**src/rtl/bus_pkg.sv**
```systemverilog
// Shared bus constants, widths and the bridge state encoding.
package bus_pkg;

  localparam int unsigned BUS_ADDR_W = 16;
  localparam int unsigned BUS_DATA_W = 8;

  localparam logic [7:0] OP_WRITE = 8'h57;  // 'W'
  localparam logic [7:0] OP_READ  = 8'h52;  // 'R'
  localparam logic [7:0] RSP_ACK  = 8'h4B;  // 'K'
  localparam logic [7:0] RSP_ERR  = 8'hEE;

  typedef enum logic [2:0] {
    ST_IDLE,
    ST_ADDR_H,
    ST_ADDR_L,
    ST_DATA,
    ST_ISSUE,
    ST_WAIT,
    ST_RESP
  } bridge_state_t;

endpackage

```
**src/rtl/bus_txn_timer.sv**
```systemverilog
// Clear/enable transaction timer; flags when the count reaches LIMIT-1.
module bus_txn_timer #(
  parameter int unsigned LIMIT = 255
) (
  input  logic clk,
  input  logic rst_n,
  input  logic clr,
  input  logic en,
  output logic expired
);

  localparam logic [15:0] LAST = 16'(LIMIT - 1);

  logic [15:0] count;

  // Count enabled cycles since the last clear.
  always_ff @(posedge clk) begin
    if (!rst_n) begin
      count <= '0;
    end else if (clr) begin
      count <= '0;
    end else if (en) begin
      count <= count + 16'd1;
    end
  end

  assign expired = (count == LAST);

endmodule

```
**src/rtl/uart_bus_bridge.sv**
```systemverilog
// UART command stream to 16-bit-address bus master with timeout and byte response.
module uart_bus_bridge #(
  parameter int unsigned TIMEOUT_CYC = 255,
  parameter logic [7:0]  OP_WRITE    = bus_pkg::OP_WRITE,
  parameter logic [7:0]  OP_READ     = bus_pkg::OP_READ,
  parameter logic [7:0]  RSP_ACK     = bus_pkg::RSP_ACK,
  parameter logic [7:0]  RSP_ERR     = bus_pkg::RSP_ERR
) (
  input  logic                          clk,
  input  logic                          rst_n,
  input  logic [7:0]                    rx_data,
  input  logic                          rx_valid,
  output logic [7:0]                    tx_data,
  output logic                          tx_start,
  input  logic                          tx_busy,
  output logic [bus_pkg::BUS_ADDR_W-1:0] Addr,
  output logic [bus_pkg::BUS_DATA_W-1:0] WData,
  output logic                          RW,
  output logic                          Cmd,
  input  logic [bus_pkg::BUS_DATA_W-1:0] RData,
  input  logic                          Finish
);

  import bus_pkg::*;

  bridge_state_t state_q, state_d;
  logic          tmr_expired;

  bus_txn_timer #(
    .LIMIT (TIMEOUT_CYC)
  ) u_timer (
    .clk     (clk),
    .rst_n   (rst_n),
    .clr     (state_q == ST_ISSUE),
    .en      (state_q == ST_WAIT),
    .expired (tmr_expired)
  );

  // State register.
  always_ff @(posedge clk) begin
    if (!rst_n) begin
      state_q <= ST_IDLE;
    end else begin
      state_q <= state_d;
    end
  end

  // Next-state and strobe outputs; Cmd lives only in the single ISSUE cycle.
  always_comb begin
    state_d  = state_q;
    Cmd      = 1'b0;
    tx_start = 1'b0;
    case (state_q)
      ST_IDLE: begin
        if (rx_valid && (rx_data == OP_WRITE || rx_data == OP_READ)) begin
          state_d = ST_ADDR_H;
        end
      end
      ST_ADDR_H: begin
        if (rx_valid) state_d = ST_ADDR_L;
      end
      ST_ADDR_L: begin
        if (rx_valid) state_d = RW ? ST_DATA : ST_ISSUE;
      end
      ST_DATA: begin
        if (rx_valid) state_d = ST_ISSUE;
      end
      ST_ISSUE: begin
        Cmd     = 1'b1;
        state_d = ST_WAIT;
      end
      ST_WAIT: begin
        if (Finish || tmr_expired) state_d = ST_RESP;
      end
      ST_RESP: begin
        if (!tx_busy) begin
          tx_start = 1'b1;
          state_d  = ST_IDLE;
        end
      end
      default: state_d = ST_IDLE;
    endcase
  end

  // Command fields and response byte; Finish takes priority over timeout.
  always_ff @(posedge clk) begin
    if (!rst_n) begin
      RW      <= 1'b0;
      Addr    <= '0;
      WData   <= '0;
      tx_data <= '0;
    end else begin
      case (state_q)
        ST_IDLE: begin
          if (rx_valid && rx_data == OP_WRITE) begin
            RW <= 1'b1;
          end else if (rx_valid && rx_data == OP_READ) begin
            RW <= 1'b0;
          end
        end
        ST_ADDR_H: begin
          if (rx_valid) Addr[15:8] <= rx_data;
        end
        ST_ADDR_L: begin
          if (rx_valid) Addr[7:0] <= rx_data;
        end
        ST_DATA: begin
          if (rx_valid) WData <= rx_data;
        end
        ST_WAIT: begin
          if (Finish) begin
            tx_data <= RW ? RSP_ACK : RData;
          end else if (tmr_expired) begin
            tx_data <= RSP_ERR;
          end
        end
        default: ;
      endcase
    end
  end

endmodule

```
**config.mk**
```make
export PLATFORM = sky130hd
export DESIGN_NAME = uart_bus_bridge
export DESIGN_NICKNAME = d
export VERILOG_FILES = /design/src/rtl/bus_pkg.sv /design/src/rtl/bus_txn_timer.sv /design/src/rtl/uart_bus_bridge.sv
export SDC_FILE = /design/constraint.sdc
export NUM_CORES = 1
export LEC_CHECK = 0
export CAP_MARGIN = 20
export CELL_PAD_IN_SITES_DETAIL_PLACEMENT = 1
export CELL_PAD_IN_SITES_GLOBAL_PLACEMENT = 2
export CORE_UTILIZATION = 31
export DETAILED_ROUTE_END_ITERATION = 6
export PLACE_DENSITY_LB_ADDON = 0.15
export REMOVE_ABC_BUFFERS = 1
export SYNTH_ARGS = -nofsm -noshare
export SYNTH_HDL_FRONTEND = slang
export SYNTH_HIERARCHICAL = 1
export SYNTH_SLANG_ARGS = --single-unit
```
**constraint.sdc**
```tcl
create_clock -name clk -period 2.5 [get_ports clk]
set_input_delay 0.75 -clock clk [delete_from_list [all_inputs] [get_ports clk]]
set_output_delay 0.75 -clock clk [all_outputs]
set_load 0.01 [all_outputs]
```
### Word-level counts from Yosys, hierarchy flattened

Cells that the tools add are included.

* bits in registers: 52
* latch bits: 0
* bits in writable memories: 0
* bits in read-only memories: 0
* input bits: 21
* output and inout port bits: 35
* logic and storage cells: 55
* memories kept: 0

* add/sub/neg operators: 1
* multiply operators: 0
* div/mod/pow operators: 0
* order comparisons: 0
* eq/ne operators: 15
* shifts and indexed selects: 0
* mux-type cells: 16
* bitwise logic cells: 1
* reductions and logical operators: 15

Operators by type and width (count)
* $mux 8: 3
* $mux 3: 7
* $pmux 3 s7: 1
* $add 16x1->16 const B: 1
* $eq 16x8->1 const B: 1
* $eq 8x7->1 const B: 2
* $ne 2x2->1 const B: 6
* $reduce_and 2->1: 5
* $eq 3x3->1 const B: 3
* $eq 3x2->1 const B: 2
* $reduce_and 6->1: 1
* $mux 1: 5
* $reduce_bool 2->1: 2
* $eq 3x1->1 const B: 1
* $logic_and 1x1->1: 3
* $logic_not 3->1: 1
* $logic_or 1x1->1: 2
* $reduce_or 2->1: 1
* $not 1->1: 1

### Logic depth before layout (Yosys ltp)

Gate-level depths: netlist of the first run.

* depth after elaboration: 5
* gate-level depth with buffers: 8
* gate-level depth less buffers: 8

### Hierarchy

The synthesis of the first run kept the hierarchy.

By module, submodules not included
* uart_bus_bridge: instances 1, cells each 187, area an instance 1594.0 µm², seq. area each 720.7 µm²
* bus_txn_timer: instances 1, cells each 92, area an instance 809.5 µm², seq. area each 320.3 µm²

### Worst setup path before layout of the first run

Ideal clock, no wire load.

* kind: input to output
* start point: input port tx_busy
* end point: output port tx_start
* arrival: 1071 ps
* data required time: 1750 ps
* setup slack: 679 ps
* stages on the path: 1
* buffers on the path: 0
* cell sequence: nor3b_1

* longest elaborated chain between the ends: 2

RTL lines
* from (decl): line uart_bus_bridge.sv:15 `input logic tx_busy,`
* $mux 1: line uart_bus_bridge.sv:76 `if (!tx_busy) begin`
* $mux 1: line uart_bus_bridge.sv:53 `case (state_q)`
* to (decl): line uart_bus_bridge.sv:14 `output logic tx_start,`

Every way passes these cells.

### Worst setup path after layout of the first run

Ends and elaborated chain as after synthesis.

==> results of run 1 <==
==> cells in the final DEF, fill, tap and decap left out, types with 3 or more instances in the layout <==
master,instances
buf_4,8
o31ai_1,5
or3_1,3
dfxtp_1,51
clkbuf_8,5
nor4_1,6
nor3_1,3
o21ai_0,6
o211a_1,7
clkdlybuf4s50_1,54
or4_1,4
nand4_1,7
mux2i_1,5
inv_1,7
nand2_1,63
a21boi_0,23
o21a_1,3
nor2_1,9
nand3_1,7
a21oi_1,8
xor2_1,3
nand2b_1,12
a21boi_1,3
==> cell type report <==
| cell class | instances | area, um2 | area share |
|---|---|---|---|
| multi-input cells | 205 | 1260 | 0.394 |
| well taps | 99 | 124 | 0.0387 |
| clock inverters | 3 | 46.3 | 0.0145 |
| inverters | 8 | 30.0 | 0.00938 |
| repair buffers | 64 | 629 | 0.196 |
| flip-flops and latches | 52 | 1040 | 0.325 |
| clock buffers | 5 | 68.8 | 0.0215 |
==> power by group through the flow <==
stage | registers [mW] | clock network, mW | logic, mW
global route | 0.834 | 0.662 | 0.111
global placement | 0.852 | 0 | 0.103
CTS | 0.834 | 0.637 | 0.104
finish | 0.833 | 0.608 | 0.102
detailed placement | 0.852 | 0 | 0.104
floorplan | 0.854 | 0 | 0.0303
==> worst min path at each step <==
| stage | from | end | slack, ns | cells after the start |
|---|---|---|---|---|
| 6_report | WData[1] | WData[1] | 0.46 | 2 |
| 3_3_place_gp | WData[1] | WData[1] | 0.44 | 2 |
| 4_1_cts | WData[1] | WData[1] | 0.47 | 2 |
| 5_1_grt | WData[1] | WData[1] | 0.49 | 2 |
| 3_5_place_dp | WData[1] | WData[1] | 0.45 | 2 |
| 2_1_floorplan | u_timer/count[15] | u_timer/count[15] | 0.44 | 2 |
==> layer usage <==
metal | GRT usage | up-vias | part of all wire
met5 | 0 | - | 0
met4 | 0.0444 | 0 | 0.011
met3 | 0.0364 | 5 | 0.043
met2 | 0.250 | 37 | 0.44
met1 | 0.214 | 1022 | 0.51
li1 | - | 1092 | -
==> cells by family after synthesis <==
family                     after synthesis  synth area share
muxes                                    5            0.0208
buffers and inverters                   22            0.0427
AOI/OAI and AO/OA                       61             0.185
and+or+nand+nor                        132             0.290
xor gates and xnor gates                 5            0.0182
DFF                                     52             0.433
adders and majority gates                2            0.0104
==> sequential cells by signal, indices dropped and copies added (netlist names) <==
signal / cells
u_timer/count: 16
state_q: 3
tx_data: 8
RW: 1
WData: 8
Addr: 16
==> critical path, delay by kind of cell <==
family        cells  cell delay, ns
simple gates      1            0.19
buf+inv           2            0.72
==> stage by stage <==
stage | setup TNS, ns | utilization
after global routing | 0 | 0.435
final | 0 | 0.435
after floorplan | 0 | -
after CTS | 0 | 0.434
after global placement | -0.175 | 0.419
after detailed placement | -0.192 | 0.419
==> out/summary.txt, run 1 <==
Part of the power in the clock network = 0.394
Top-Level Pins = 56
Power Internal = 1.19 mW
Cells along the critical path = clkdlybuf4s50_1 -> nor3b_1 -> dlygate4sd2_1
Slowest cell delay on critical path = 0.43 ns
Share of total power consumed by net switching = 0.232
Crit-path max FO = 2
Async set-or-reset flop fraction in the synthesized netlist = 0
Post-Synthesis Cells = 279
Length in cells of the worst reg-to-reg path = 4
Total of flip-flops plus latches after synthesis = 52
Setup Fix Bufs, Post-CTS = 0
Finished layout cell area = 0.00320 mm2
Pin slew with the least headroom to its limit = 0.454 ns
Critical R2R Capture = u_timer/count[10]
Pins over their slew limit = 0
Critical Setup Path Class = input pin to output port
Core box area = 0.00737 mm2
Average instance area after synthesis = 8.61 um2
Worst hold-check slack = 0.464 ns
Fraction of post-synthesis cell area in the top cell type by area = 0.433
Number of vias per cell after detailed routing = 4.94
Post-synthesis to final-layout area growth = 33.3%
Most common library cells after synthesis = nand2_1, dfxtp_1, a21boi_0
Pre-CTS WS = -0.192 ns
Clock root cell = clkbuf_8
Power spent charging and discharging nets = 358 uW
Status = complete, no violations
Setup slack of the most critical reg-to-reg path = 0.39 ns
Sort of element at the start of the critical path = input pin
Max rail drop VDD = 0.000207 V
Library cells used by synthesis = 47
Number of maximum-capacitance constraint violations = 0
Worst path setup slack after routing = 0.0939 ns
Areal power density over the cells = 482 mW/mm2
Most area-hungry cell type in the Yosys netlist = dfxtp_1
Initial antenna violation count = 0
End of the critical path = tx_start
Overflow left after global routing = 0
Buffers from clock root to sink, at most = 2
Die Height = 90.1 um
Number of iterations in the first detailed-routing pass = 4
Achievable clock frequency = 416 MHz
Total length of routed wires = 6270 um
Die width = 90.1 um
Share of final-layout standard cells stronger than drive strength 1 = 0.0861
Pwr Total = 1.54 mW
Cell type of the slowest stage on the worst timing path = clkdlybuf4s50_1
Top area cells in the synthesized netlist = dfxtp_1, nand2_1, a21boi_0
Largest net degree at the start of global routing = 39
Shortest clock period the worst path allows after layout = 2.41 ns
Diodes inserted = 0
Final Instance Count excl. Fillers = 436
Post-placement cell area = 0.00309 mm2
Number of warnings printed during yosys synthesis = 6
Worst endpoint required time = 1.75 ns
Cell with the most instances after synthesis = nand2_1
Number of routed nets with antenna violations = 0
TritonCTS clock tree = yes
Total number of vias = 2156
Post-route DRC violation count = 0
CTS HTree Levels = 2
Number of core rows = 31
Count of instances resized after the clock tree is built = 2
Fin crit share = 0.962
Combinational cell fraction of total power = 0.066
Clock sink count = 52
Endpoint kind of the worst setup timing path = output port
Critical register-to-register path startpoint = state_q[1]
Count of buffers inserted at the top-level ports = 55
Clock transition at the register clock pins on the worst setup and hold paths after CTS = 0.10 ns
Hold buffer count at cts = 0
Final Skew = 0.00384 ns
Static Leak = 1.12 nW
Net count, final = 359
GPL Wtd Cong = 0.723
Count of placed standard cells including taps = 428
Fillers = 871
Classification of the worst-slack hold path = flop to flop
Later-pin clock latency in the skew report = 0.31 ns
Global-route total usage across every layer = 0.158
Routed wire per std cell = 14.4 um
Max-slew headroom at the worst pin = 0.697
CP arrival = 1.66 ns
Initial DRC count = 72
Setup repair after global routing missed its margin = false
Main synth FF type = dfxtp_1
Number of global-route vias before repair = 2106
Combined area of all synthesized cells = 0.00240 mm2
Number of buffers inserted during clock tree synthesis = 5
Initial core utilization = 0.326
Final-report setup violation count = 0
Number of synthesized flops with an enable pin = 0
Final number of hold-violating endpoints = 0
Die footprint = 0.00811 mm2
Sequential cell area fraction in the yosys report = 0.433
Critical path launch point = tx_busy
Sequential group share of total power = 0.540
DP HPWL = 4510 um
Wire length of the first global-routing pass = 10500 um
(Power assumes the default switching activity.)
==> inputs of run 2 (changes only) <==
--- a/config.mk
+++ b/config.mk
@@ -9,6 +9,7 @@
 export CELL_PAD_IN_SITES_DETAIL_PLACEMENT = 1
 export CELL_PAD_IN_SITES_GLOBAL_PLACEMENT = 2
 export CORE_UTILIZATION = 31
+export CTS_CLUSTER_DIAMETER = 30
 export DETAILED_ROUTE_END_ITERATION = 6
 export PLACE_DENSITY_LB_ADDON = 0.15
 export REMOVE_ABC_BUFFERS = 1
==> results of run 2 <==
No change in the layout: final DEF, timing and power equal those of run 1.
